<file path="src/rtl/sample_iter.sv">
// sample_iter: walks every grid sample inside a triangle's snapped bounding box in raster order.
// Holds one triangle at a time; halt_out stalls the upstream stage until the box is exhausted.
module sample_iter #(
  parameter int SIGFIG = 24,
  parameter int RADIX  = 10,
  parameter int VERTS  = 3,
  parameter int AXIS   = 3,
  parameter int COLORS = 3
) (
  input  logic                           clk,
  input  logic                           rst_n,
  input  logic [VERTS*AXIS*SIGFIG-1:0]   tri_in,
  input  logic [COLORS*SIGFIG-1:0]       color_in,
  input  logic [4*SIGFIG-1:0]            box_in,
  input  logic                           valid_in,
  output logic                           halt_out,
  input  logic [3:0]                     subsample,
  input  logic                           halt_in,
  output logic [VERTS*AXIS*SIGFIG-1:0]   tri_out,
  output logic [COLORS*SIGFIG-1:0]       color_out,
  output logic [2*SIGFIG-1:0]            sample_out,
  output logic                           valid_out
);

  typedef enum logic {WAIT, TEST} state_t;

  localparam logic signed [SIGFIG:0] ONE = 1;

  state_t                          state_q, state_d;
  logic [VERTS*AXIS*SIGFIG-1:0]    tri_q, tri_d;
  logic [COLORS*SIGFIG-1:0]        color_q, color_d;
  logic signed [SIGFIG-1:0]        x_q, x_d, y_q, y_d;
  logic signed [SIGFIG-1:0]        ll_x_q, ll_x_d, ur_x_q, ur_x_d, ur_y_q, ur_y_d;
  logic signed [SIGFIG-1:0]        in_ll_x, in_ll_y, in_ur_x, in_ur_y;
  logic signed [SIGFIG:0]          step, nx, ny;
  logic                            x_end, y_end;

  assign in_ll_x = box_in[SIGFIG-1:0];
  assign in_ll_y = box_in[2*SIGFIG-1:SIGFIG];
  assign in_ur_x = box_in[3*SIGFIG-1:2*SIGFIG];
  assign in_ur_y = box_in[4*SIGFIG-1:3*SIGFIG];

  // Sums carry one extra bit so a step past the top of the coordinate range cannot wrap.
  always_comb begin
    step = subsample[2] ? ONE << (RADIX - 1) :
           subsample[1] ? ONE << (RADIX - 2) :
           subsample[0] ? ONE << (RADIX - 3) : ONE << RADIX;
    nx = $signed({x_q[SIGFIG-1], x_q}) + step;
    ny = $signed({y_q[SIGFIG-1], y_q}) + step;
    x_end = nx > $signed({ur_x_q[SIGFIG-1], ur_x_q});
    y_end = ny > $signed({ur_y_q[SIGFIG-1], ur_y_q});
    state_d = state_q;
    tri_d = tri_q;
    color_d = color_q;
    x_d = x_q;
    y_d = y_q;
    ll_x_d = ll_x_q;
    ur_x_d = ur_x_q;
    ur_y_d = ur_y_q;
    if (state_q == WAIT) begin
      if (valid_in && in_ll_x <= in_ur_x && in_ll_y <= in_ur_y) begin
        state_d = TEST;
        tri_d = tri_in;
        color_d = color_in;
        x_d = in_ll_x;
        y_d = in_ll_y;
        ll_x_d = in_ll_x;
        ur_x_d = in_ur_x;
        ur_y_d = in_ur_y;
      end
    end else if (!halt_in) begin
      if (!x_end) x_d = nx[SIGFIG-1:0];
      else if (!y_end) begin
        x_d = ll_x_q;
        y_d = ny[SIGFIG-1:0];
      end else state_d = WAIT;
    end
  end

  always_ff @(posedge clk or negedge rst_n) begin
    if (!rst_n) begin
      state_q <= WAIT;
      tri_q <= '0;
      color_q <= '0;
      x_q <= '0;
      y_q <= '0;
      ll_x_q <= '0;
      ur_x_q <= '0;
      ur_y_q <= '0;
    end else begin
      state_q <= state_d;
      tri_q <= tri_d;
      color_q <= color_d;
      x_q <= x_d;
      y_q <= y_d;
      ll_x_q <= ll_x_d;
      ur_x_q <= ur_x_d;
      ur_y_q <= ur_y_d;
    end
  end

  assign halt_out   = state_q == TEST;
  assign valid_out  = state_q == TEST;
  assign tri_out    = tri_q;
  assign color_out  = color_q;
  assign sample_out = {y_q, x_q};

endmodule

</file>
<file path="config.mk">
export PLATFORM = sky130hd
export DESIGN_NAME = sample_iter
export DESIGN_NICKNAME = d
export VERILOG_FILES = /design/src/rtl/sample_iter.sv
export SDC_FILE = /design/constraint.sdc
export NUM_CORES = 1
export LEC_CHECK = 0
export BUFFER_PORTS_ARGS = -buffer_cell sky130_fd_sc_hd__buf_2
export CAP_MARGIN = 10
export CORE_AREA = 3 3 281 283
export CTS_BUF_LIST = sky130_fd_sc_hd__clkbuf_4 sky130_fd_sc_hd__clkbuf_8
export DETAILED_ROUTE_END_ITERATION = 7
export DIE_AREA = 0 0 284 286
export GPL_ROUTABILITY_DRIVEN = 0
export MAX_ROUTING_LAYER = met4
export PLACE_DENSITY = 0.55
export SLEW_MARGIN = 20
export SYNTH_ARGS = -nofsm -noshare
export SYNTH_HDL_FRONTEND = slang
export SYNTH_SLANG_ARGS = --single-unit
</file>
<file path="constraint.sdc">
create_clock -name clk -period 7.7 [get_ports clk]
set_input_delay 0.77 -clock clk [delete_from_list [all_inputs] [get_ports clk]]
set_output_delay 0.77 -clock clk [all_outputs]
set_load 0.02 [all_outputs]
</file>
==> results_dict.tcl, run 1 <==
set metrics [dict create \
    status "finished clean" \
    die-area_um2 81200 \
    drive_above_1_share_pct 53.1 \
    grt_overflow_total 0 \
    cts_sinks 409 \
    relSlewSlack_pct 25.3 \
    crit_required_ns 8.25 \
    cp-end-kind "flop" \
    dp.cells 3217 \
    synthCells 1505 \
    start_util_pct 24.8 \
    fmax_ghz 0.173 \
    fill_cells 7841 \
    area_delta_synth_final_pct 33.7 \
    clk_pin_slew_worst_paths_ns 0.06 \
    synth.distinct_cells 56 \
    critPathMaxStageDelay_ns 0.85 \
    crit_top_cell "and4_1" \
    initialDrtViolationCount 642 \
    synthTopCellsByArea "dfrtp_1, mux2_2, ha_1" \
    top_layer "met4" \
    critical_path_class "input port to flop" \
    num-nets-final 2755 \
    crit_path_cell_trace "buf_2 > nor3_1 > ha_1 > a21oi_1 > inv_1 > a31oi_1 > nor3_1 > xor2_1 > ha_1 > and4_1 > and4_1 > nand3_1 > a31oi_2 > a21oi_1 > and4_1 > a211oi_1 > a311oi_1" \
    port_buffers 728 \
    synth_seq_area_share_pct 53.6 \
    arrival_ns 6.34 \
    antenna_found_initial 23 \
    synth_edf_count 0 \
    cts_buffer_depth 3 \
    rows 102 \
    die_y_um 286 \
    cts-hold-fix-buffers 0 \
    ys_warn_count 0 \
    post_drt_wl_per_cell_um 19.6 \
    synth_ff_type "dfrtp_1" \
    finClkSkew_ns 0.0655 \
    setup_violations 0 \
    cts-htree-levels 3 \
    cts_setup_buffers 0 \
    drc_errors 0 \
    grt_usage_pct 16.2 \
    root_buffer "clkbuf_8" \
    met1Wirelength_um 26400 \
    vias 15000 \
    final-hold-violation-count 0 \
    grt_pass1_wl_um 98100 \
    fp.coreArea_um2 77000 \
    die_x_um 284 \
    rsz0062_at_grt "false" \
    yosysTopAreaCell "dfrtp_1" \
    power_density_nw_per_um2 447 \
    syn-num-nets 2003 \
    maxSlewViolCount 0 \
    grt_max_degree 176 \
    async_reset_ff_share_pct 100 \
    clock_latency_ns 0.66 \
    grt_pass1_vias 16100 \
    drt_wl_total_um 65900 \
    hpwlAfterDp_um 50800 \
    ant_nets 0 \
    critPathMaxFanout 20 \
    fin_util_pct 33.2 \
    finalCriticalPeriod_ns 5.79 \
    fin_cells 3363 \
    maxCapViolCount 0 \
    drtPass1Iterations 7 \
    cts_tree "built" \
    worstRegToRegCells 15 \
    met2WireLength_um 32500 \
    route.met3.wl_um 5000 \
    irDropWorstVdd_mv 0.225 \
    fin_tns_setup_ns 0 \
    via_per_inst 4.46 \
    slowest_stage "a21oi_1" \
    ys_seq_elements 409 \
    leakage_nw 12.4 \
    synth_top_area_share_pct 53.6 \
    ioPinCount 730 \
    post_cts_resized 0 \
    start_kind "input port" \
    syn_avg_cell_area_um2 12.7 \
    cts-buffers-inserted 78 \
    period_share_pct 75.2 \
    tightest_slew_ns 1.12 \
    hold_slack_ns 0.141 \
    synth_area_um2 19100 \
    hold_path.class "input port to async pin" \
]
==> Yosys cell counts (all sizes together) (7+ instances only) <==
cell type	number
nor3	12
xnor2	19
a211oi	11
ha	106
xor2	17
inv	108
a21o	7
dfrtp	409
nand3	19
mux2	357
nor2	21
and3	9
nor2b	11
nand2	81
o2bb2ai	12
nand4	29
a21oi	60
o21ai	75
clkbuf	17
a311oi	7
buf	48
==> logic make-up after synthesis <==
logic type / share of synthesized area [%]
flip-flops: 53.6
multiplexers: 21.4
AO/OA/AOI/OAI: 6.93
AND/OR/NAND/NOR: 5.39
buffers and inverters: 3.98
adder cells (fa/ha/maj): 7.05
XOR/XNOR: 1.65
==> through the flow <==
step / setup WS [ns] / instance area, um^2 / power (mW)
floorplan: 2.75 / 19100 / 7.11
global placement: 1.29 / 23800 / 9.03
CTS: 1.99 / 25500 / 11.6
detailed placement: 1.22 / 23800 / 9.13
finish: 1.91 / 25500 / 11.4
global route: 1.64 / 25500 / 12.1
==> layer usage <==
metal	GRT usage (%)	vias up
met5	-	-
met4	6.11	0
met3	4.89	131
met2	26.7	546
met1	18.5	7418
li1	-	6892
==> critical path, delay by kind of cell <==
kind	cells	cell delay, ns
adders and majority gates	2	0.71
AOI/OAI and AO/OA	6	2.44
buffers and inverters	2	0.22
and+or+nand+nor	6	1.97
xor gates and xnor gates	1	0.19
==> layout make-up <==
| cell class | instances | area [um^2] | area share, % |
|---|---|---|---|
| Multi-Input combinational cell | 923 | 8100 | 31.7 |
| Antenna cell | 17 | 42.5 | 0.167 |
| Tap cell | 1040 | 1300 | 5.10 |
| Timing Repair Buffer | 737 | 3770 | 14.8 |
| Clock inverter | 22 | 289 | 1.13 |
| Sequential cell | 409 | 10200 | 40.1 |
| Clock buffer | 107 | 1370 | 5.38 |
| Inverter | 108 | 405 | 1.59 |
==> placed cells by master, fill, tap and decap left out, types with 19 or more instances in the layout <==
| cell type | count |
|---|---|
| buf_2 | 727 |
| dfrtp_1 | 409 |
| mux2_2 | 347 |
| inv_1 | 108 |
| ha_1 | 106 |
| clkbuf_8 | 91 |
| nand2_1 | 81 |
| o21ai_0 | 73 |
| a21oi_1 | 60 |
| nand4_1 | 29 |
| nor2_1 | 21 |
| nand3_1 | 19 |
| xnor2_1 | 19 |
==> flip-flops by register name (all words and copies together), names as in the netlist <==
register,cells
ur_y_q,24
tri_out,216
x_q,24
ll_x_q,24
halt_out,1
ur_x_q,24
y_q,24
color_out,72
==> worst paths after layout <==
| check | start | to | slack [ns] |
|---|---|---|---|
| setup / recovery | subsample[2] | y_q[21] | 1.91 |
| hold / removal | rst_n | ur_y_q[23] | 0.14 |
| setup reg to reg | x_q[10] | y_q[21] | 2.17 |
| hold reg to reg | color_out[1] | color_out[1] | 0.50 |
| max in group asynchronous | rst_n | color_out[25] | 5.96 |
| min in group clk | box_in[78] | ur_y_q[6] | 0.34 |
==> where the power goes <==
part | switching [mW] | leakage, nW | internal, mW | total (mW)
Clock | 1.00 | 0.872 | 1.33 | 2.34
Sequential | 0.642 | 4.94 | 3.23 | 3.87
Combinational | 3.12 | 6.64 | 2.09 | 5.21
Power figures use the tool's default switching activity.
==> run 2, diff against run 1 <==
==> constraint.sdc (replaced) <==
create_clock -name clk -period 5.99 [get_ports clk]
set_input_delay 0.599 -clock clk [delete_from_list [all_inputs] [get_ports clk]]
set_output_delay 0.599 -clock clk [all_outputs]
set_load 0.02 [all_outputs]
==> run 2 against run 1 <==
Compared with the run above:
- largest power group unchanged
- sequential share of layout area shrank 0.17 points
- critical endpoint is now y_q[18]
- sequential power grew 28%
- non-clock buffer count grew 14
- critical path type unchanged
- hold slack gained 0.027 ns
- flip-flop and latch count is the same
- via count grew 0.29%
- routed wire length grew 0.87%
- die area is the same
- utilization grew 0.14 points
- global-route usage grew 0.083 points
- register-to-register slack lost 0.93 ns
==> results_dict.tcl, run 2 (synthesis results as in run 1) <==
set metrics [dict create \
    die_y_um 286 \
    cts_setup_buffers 0 \
    place_worst_setup_slack_ns 0.480 \
    hpwlAfterDp_um 51400 \
    crit_required_ns 6.50 \
    antenna_found_initial 22 \
    leakage_nw 12.5 \
    arrival_ns 5.31 \
    critPathMaxFanout 12 \
    finalCriticalPeriod_ns 4.80 \
    via_per_inst 4.44 \
    rows 102 \
    clock_latency_ns 0.65 \
    ant_nets 0 \
    met1Wirelength_um 26100 \
    worstSetupEndpoint "y_q[18]" \
    grt_pass1_vias 16100 \
    root_buffer "clkbuf_8" \
    cts_sinks 409 \
    cts-hold-fix-buffers 1 \
    grt_max_degree 161 \
    start_util_pct 24.8 \
    tightest_slew_ns 1.09 \
    cts_buffer_depth 3 \
    met2WireLength_um 33100 \
    area_delta_synth_final_pct 34.2 \
    post_cts_resized 0 \
    cp-end-kind "flop" \
    fp.coreArea_um2 77000 \
    fin_cells 3386 \
    grt_usage_pct 16.2 \
    num-nets-final 2768 \
    drtPass1Iterations 5 \
    vias 15000 \
    period_share_pct 80.1 \
    fin_util_pct 33.3 \
    largest_reg_flops 216 \
    mostFrequentLayoutCell "buf_2" \
    grt_overflow_total 0 \
    final_cell_mix "buf_2, dfrtp_1, mux2_2" \
    drive_above_1_share_pct 53.5 \
    top_layer "met4" \
    cts-buffers-inserted 77 \
    critPathMaxStageDelay_ns 0.49 \
    finClkSkew_ns 0.0324 \
    worstRegToRegCells 18 \
    hold_slack_ns 0.168 \
    power_density_nw_per_um2 572 \
    maxSlewViolCount 0 \
    fmax_ghz 0.208 \
    final-hold-violation-count 0 \
    rr_endpoint "y_q[18]" \
    r2r_slack_ns 1.24 \
    dp.cells 3230 \
    irDropWorstVdd_mv 0.291 \
    status "finished clean" \
    initialDrtViolationCount 620 \
    drt_wl_total_um 66500 \
    fin_tns_setup_ns 0 \
    die_x_um 284 \
    die-area_um2 81200 \
    crit_top_cell "ha_1" \
    slowest_stage "nand2b_1" \
    maxCapViolCount 0 \
    port_buffers 728 \
    relSlewSlack_pct 27.1 \
    cts-htree-levels 3 \
    cts_tree "built" \
    fill_cells 7819 \
    ioPinCount 730 \
    clk_pin_slew_worst_paths_ns 0.06 \
    drc_errors 0 \
    crit_path_cell_trace "buf_2 > nor3b_1 > ha_1 > ha_1 > o21a_1 > o21ai_0 > a211oi_1 > buf_4 > and3_1 > and3_1 > xor2_1 > ha_1 > a211oi_1 > o211ai_1 > nor2_1 > nand3b_1 > o21ai_1 > nand4_1 > nand2b_1 > mux2_2" \
    post_drt_wl_per_cell_um 19.6 \
    route.met3.wl_um 5200 \
    rsz0062_at_grt "false" \
    r2r_start "y_q[7]" \
    crit_start "subsample[2]" \
    critical_path_class "input port to flop" \
    start_kind "input port" \
    setup_slack_ns 1.19 \
    grt_pass1_wl_um 98700 \
    hold_path.class "input port to flop" \
    setup_violations 0 \
]
## run 2: changes by cell type in the layout (fill, tap and decap cells not counted), moves of 3 or more
cell       change
clkbuf_4      +11
bufinv_16      -4
buf_4         +12
clkbuf_8       +3
## run 2: per-layer routing
layer | track usage, % | vias to the layer above
met2 | 27.0 | 534
met3 | 5.16 | 136
met1 | 18.3 | 7439
met5 | - | -
li1 | - | 6921
met4 | 5.98 | 0
## run 2: worst min-delay path by stage
stage | from | end | slack [ns] | cells after the start
4_1_cts | box_in[85] | ur_y_q[13] | 0.05 | 3
5_1_grt | tri_in[20] | tri_out[20] | 0.1 | 2
6_report | box_in[85] | ur_y_q[13] | 0.17 | 3
3_5_place_dp | tri_out[91] | tri_out[91] | 0.49 | 1
2_1_floorplan | rst_n | color_out[0] | 0.30 | 0
3_3_place_gp | tri_out[22] | tri_out[22] | 0.48 | 1
## run 2: through the flow
stage / total power, mW / cell area (um^2)
after floorplan: 9.13 / 19100
after global placement: 11.7 / 23900
after detailed placement: 11.8 / 23900
after CTS: 14.9 / 25600
after global routing: 15.6 / 25600
final: 14.7 / 25600
## run 2: where the power goes
part / internal [mW] / switching, mW
Sequential: 4.15 / 0.822
Clock: 1.65 / 1.29
Combinational: 2.73 / 4.02
Total: 8.53 / 6.13
## run 2: worst max-delay path: cells and delay by family
family / cells / cell delay, ns
and+or+nand+nor: 7 / 1.77
adders and majority gates: 3 / 0.70
xor gates and xnor gates: 1 / 0.18
muxes: 1 / 0.40
buffers and inverters: 2 / 0.31
AOI/OAI and AO/OA: 6 / 1.34
## run 2: layout make-up
class | instances | area (um^2) | share of cell area, %
Clock inverter | 16 | 155 | 0.605
Tap cell | 1040 | 1300 | 5.08
Multi-Input combinational cell | 923 | 8100 | 31.6
Timing Repair Buffer | 751 | 3890 | 15.2
Antenna cell | 18 | 45.0 | 0.176
Sequential cell | 409 | 10200 | 39.9
Inverter | 108 | 405 | 1.58
Clock buffer | 121 | 1500 | 5.84
